$ cat src/rtl/a_less_than_b_serial.sv
// Bit-serial unsigned magnitude comparator. Operands arrive MSB first; the first
// differing bit pair decides the result, which is published after WIDTH pairs.
module a_less_than_b_serial #(
  parameter int WIDTH = 8
) (
  input  logic clk,
  input  logic rst_n,
  input  logic start,
  input  logic bit_valid,
  input  logic a_bit,
  input  logic b_bit,
  output logic busy,
  output logic done,
  output logic lt,
  output logic eq,
  output logic gt
);

  localparam int CNT_W = $clog2(WIDTH + 1);

  typedef enum logic [1:0] {
    IDLE  = 2'd0,
    SHIFT = 2'd1,
    DONE  = 2'd2
  } state_t;

  state_t           state;
  logic [CNT_W-1:0] cnt;
  logic             decided;
  logic             prov_lt;
  logic             decided_nxt;
  logic             prov_lt_nxt;
  logic             last_pair;

  // MSB-first: the first unequal pair fixes the order, later pairs are don't-care.
  always_comb begin
    decided_nxt = decided;
    prov_lt_nxt = prov_lt;
    if (!decided && (a_bit != b_bit)) begin
      decided_nxt = 1'b1;
      prov_lt_nxt = b_bit;
    end
  end

  assign last_pair = (cnt == CNT_W'(WIDTH - 1));

  always_ff @(posedge clk or negedge rst_n) begin
    if (!rst_n) begin
      state   <= IDLE;
      cnt     <= '0;
      decided <= 1'b0;
      prov_lt <= 1'b0;
      busy    <= 1'b0;
      done    <= 1'b0;
      lt      <= 1'b0;
      eq      <= 1'b0;
      gt      <= 1'b0;
    end else begin
      case (state)
        IDLE, DONE: begin
          done <= 1'b0;
          if (start) begin
            state   <= SHIFT;
            busy    <= 1'b1;
            cnt     <= '0;
            decided <= 1'b0;
            prov_lt <= 1'b0;
          end else begin
            state <= IDLE;
          end
        end
        SHIFT: begin
          if (bit_valid) begin
            cnt     <= cnt + CNT_W'(1);
            decided <= decided_nxt;
            prov_lt <= prov_lt_nxt;
            if (last_pair) begin
              state <= DONE;
              busy  <= 1'b0;
              done  <= 1'b1;
              lt    <= decided_nxt & prov_lt_nxt;
              eq    <= ~decided_nxt;
              gt    <= decided_nxt & ~prov_lt_nxt;
            end
          end
        end
        default: begin
          state <= IDLE;
          busy  <= 1'b0;
          done  <= 1'b0;
        end
      endcase
    end
  end

endmodule

$ cat config.mk
export PLATFORM = sky130hd
export DESIGN_NAME = a_less_than_b_serial
export DESIGN_NICKNAME = d
export VERILOG_FILES = /design/src/rtl/a_less_than_b_serial.sv
export SDC_FILE = /design/constraint.sdc
export NUM_CORES = 1
export LEC_CHECK = 0
export ABC_AREA = 1
export CAP_MARGIN = 20
export CORE_AREA = 4 4 50 52
export DETAILED_ROUTE_END_ITERATION = 10
export DIE_AREA = 0 0 54 56
export GPL_TIMING_DRIVEN = 1
export PLACE_DENSITY = 0.6
export RECOVER_POWER = 25
export REMOVE_ABC_BUFFERS = 1
export SLEW_MARGIN = 20
export SYNTH_ARGS = -nofsm -noshare
export SYNTH_HDL_FRONTEND = slang
export SYNTH_SLANG_ARGS = --single-unit
export TNS_END_PERCENT = 100
$ cat constraint.sdc
create_clock -name clk -period 2 [get_ports clk]
set_input_delay 0.2 -clock clk [delete_from_list [all_inputs] [get_ports clk]]
set_output_delay 0.2 -clock clk [all_outputs]
set_load 0.02 [all_outputs]
==> impl_metrics.yaml <==
outcome:
  status: "completed"
yosys:
  sequential_element_share_of_the_synthesized_area: 0.512
  mappedNetlistArea_sq_um: 587
  synth_largest_type_area_fraction: 0.512
  post_synth_inst_count: 74
  synthesis.area_per_instance_sq_um: 7.93
  synth_largest_area_cell: "sky130_fd_sc_hd__dfrtp_1"
  share_of_synthesized_flip_flops_with_an_asynchronous_set_or_reset: 1.00
  ranking_of_synthesized_cells_by_instance_count: "sky130_fd_sc_hd__nand2_1 (27), sky130_fd_sc_hd__dfrtp_1 (12), sky130_fd_sc_hd__inv_1 (9), sky130_fd_sc_hd__nor2_1 (7)"
  synth_warnings: 0
  ff_latch_count_synth: 12
  ys_dominant_reg_cell: "sky130_fd_sc_hd__dfrtp_1"
  synth-edff-count: 0
  synthTopCellsByArea: "sky130_fd_sc_hd__dfrtp_1 (51%), sky130_fd_sc_hd__nand2_1 (17%), sky130_fd_sc_hd__inv_1 (5.8%)"
  synth_cell_types: 14
  most_frequent_cell_after_synthesis: "sky130_fd_sc_hd__nand2_1"
clock_tree:
  later_pin_clock_latency_in_the_skew_report_ns: 0.27
  tritoncts_clock_tree: "yes"
  cts.hold.buffers_added: 0
  cts-htree-levels: 1
  post_cts.resized_instances: 0
  clock_sink_count: 12
  cts_root_buffer: "sky130_fd_sc_hd__clkbuf_4"
  cts_made_buffers: 3
  clk_pin_slew_ns: 0.07
  ctsLongestPathBuffers: 2
  postCtsSetupBuffers: 0
sta:
  fmaxAchievable_mhz: 661
  timing.final.max_slew_violations: 0
  fin_tns_setup_ns: 0
  final_critical_path_setup_slack_ns: 0.487
  rsz0062_at_grt: "no"
  post-route-period-util: 0.757
  final_setup_violation_count: 0
  max-slew-margin-rel: 0.637
  timing.final.crit_period_ns: 1.51
  fin_skew_ns: 0.00131
  final_hold_viol_count: 0
  worst-slew-pin-transition_ns: 0.542
global_route:
  grt_util_overall: 0.0921
  antenna_found_initial: 0
  first_global_vias: 521
  grt_max_degree: 13
  wire_length_of_the_first_global_routing_pass_microns: 2060
  overflow: 0
place:
  port_buffers: 10
  hpwl_dp_microns: 868
  gpl.final_weighted_congestion: 0.751
  dpl_worst_slack_ns: 0.670
detailed_routing:
  totalWireLength_microns: 1120
  routed-via-count: 501
  detail_route.drc_violations: 0
  route.detailed.vias_per_inst: 4.32
  route.detailed.wl_per_inst_microns: 9.62
  drt-initial-drc-count: 4
  number_of_nets_still_failing_antenna_checks_after_routing: 0
  drt_pre_antenna_iters: 4
pwr:
  leakage_uw: 0.000409
  ir_worst_vdd_mv: 0.489
  power.density_cell_area_mw_per_mm2: 1360
floorplanning:
  floorplan.die_area_sq_mm: 0.00302
  initial_core_util: 0.279
  die_height_microns: 56
  row_count: 17
  floorplan.die.width_microns: 54
  placeable_core_area_sq_mm: 0.00211
  design.portCount: 11
finish:
  final_net_count: 96
  syn2layout_area_growth_pct: 29.2
  antennaDiodeCount: 0
  final_layout_size_suffix_gt1_frac: 0.114
critical_path:
  worstPathBufferInverterCount: 1
  setup.worst_path.end_class: "output pin"
  ordered_list_of_cells_on_the_worst_path: "clkdlybuf4s50_1"
  timing.critical_path.max_delay_family: "buffers and inverters"
  startpoint_of_the_most_critical_register_to_register_path: "cnt[0]"
  ff2ff_setup_slack_ns: 0.79
  worstPathMaxFanout: 3
  worstSetupStartpoint: "done"
  crit_slowest_cell: "sky130_fd_sc_hd__clkdlybuf4s50_1"
  worst_setup_start_kind: "flop"
  critPathRequiredTime_ns: 1.80
  arrival_worst_endpoint_ns: 1.31
  slowest_delay_ns: 0.63
  worst-setup-path-type: "flop to output pin"
worst_hold_path:
  hold_path.class: "input port to async pin"
flow_run:
  max_cap_violations: 0
power breakdown:
part | internal, uW | leakage (uW) | switching, uW | total [uW]
registers | 344 | 0.000152 | 76.7 | 421
clock network | 111 | 0.0000210 | 80.6 | 191
logic | 177 | 0.000235 | 242 | 419
state kept, by name (all words and copies together), names as in the netlist:
name and cells:
busy 1, decided 1, prov_lt 1, gt 1, lt 1, eq 1
done 1, cnt 4, state 1
metal layers:
metal / global-route usage / share of wire / vias to the layer above
met4: 0.0534 / 0.025 / 0
met5: 0 / 0 / -
met2: 0.145 / 0.43 / 10
met3: 0.0268 / 0.059 / 5
met1: 0.107 / 0.48 / 233
li1: - / - / 253
final timing paths:
check                                end  cells past startpoint
worst min-delay path              cnt[2]                      1
max in group asynchronous       state[0]                      1
min in group clk                    busy                      2
worst max-delay path                done                      1
worst max register to register        lt                      7
worst min register to register      busy                      2
kinds of logic after synthesis:
| kind of cell | Yosys count | share of synthesized area |
|---|---|---|
| compound gates | 6 | 0.0512 |
| xor+xnor | 1 | 0.0149 |
| fa+ha+maj | 1 | 0.0213 |
| buf+inv | 11 | 0.0704 |
| flops | 12 | 0.512 |
| simple gates | 43 | 0.331 |
cell type report:
type	instances	area [sq um]
repair buffers	10	100
inverters	11	41.3
multi-input cells	51	245
well taps	28	35.0
flip-flops and latches	12	300
clock buffers	4	36.3
fillers	222	1350
placed cells by master, fill, tap and decap left out:
| cell | netlist | routed |
|---|---|---|
| sky130_fd_sc_hd__clkdlybuf4s50_1 | 0 | 9 |
| sky130_fd_sc_hd__clkbuf_4 | 0 | 3 |
| sky130_fd_sc_hd__nand3_2 | 1 | 1 |
| sky130_fd_sc_hd__dfrtp_1 | 12 | 12 |
| sky130_fd_sc_hd__nor2_1 | 7 | 7 |
| sky130_fd_sc_hd__clkbuf_8 | 0 | 1 |
| sky130_fd_sc_hd__xor2_1 | 1 | 1 |
| sky130_fd_sc_hd__inv_1 | 9 | 9 |
| sky130_fd_sc_hd__ha_1 | 1 | 1 |
| sky130_fd_sc_hd__nor2_4 | 2 | 2 |
| sky130_fd_sc_hd__dlygate4sd3_1 | 0 | 1 |
| sky130_fd_sc_hd__inv_2 | 2 | 2 |
| sky130_fd_sc_hd__nor2_2 | 1 | 1 |
| sky130_fd_sc_hd__nand3_1 | 4 | 4 |
| sky130_fd_sc_hd__nand3b_1 | 1 | 1 |
| sky130_fd_sc_hd__nand2_1 | 27 | 27 |
| sky130_fd_sc_hd__o21ai_0 | 4 | 4 |
| sky130_fd_sc_hd__a21oi_1 | 2 | 2 |
per-stage QoR:
stage               total power [uW]  instances   util  area [sq um]  hold slack (ns)
detailed placement               845        112  0.343           722            0.464
global route                    1130        116  0.360           758            0.392
global placement                 841        112  0.343           722            0.463
CTS                             1050        116  0.360           758            0.302
floorplan                        696         74      -           587          -0.0956
finish                          1030        116  0.360           758            0.347
Note: power is estimated with default switching activity, not from simulation.
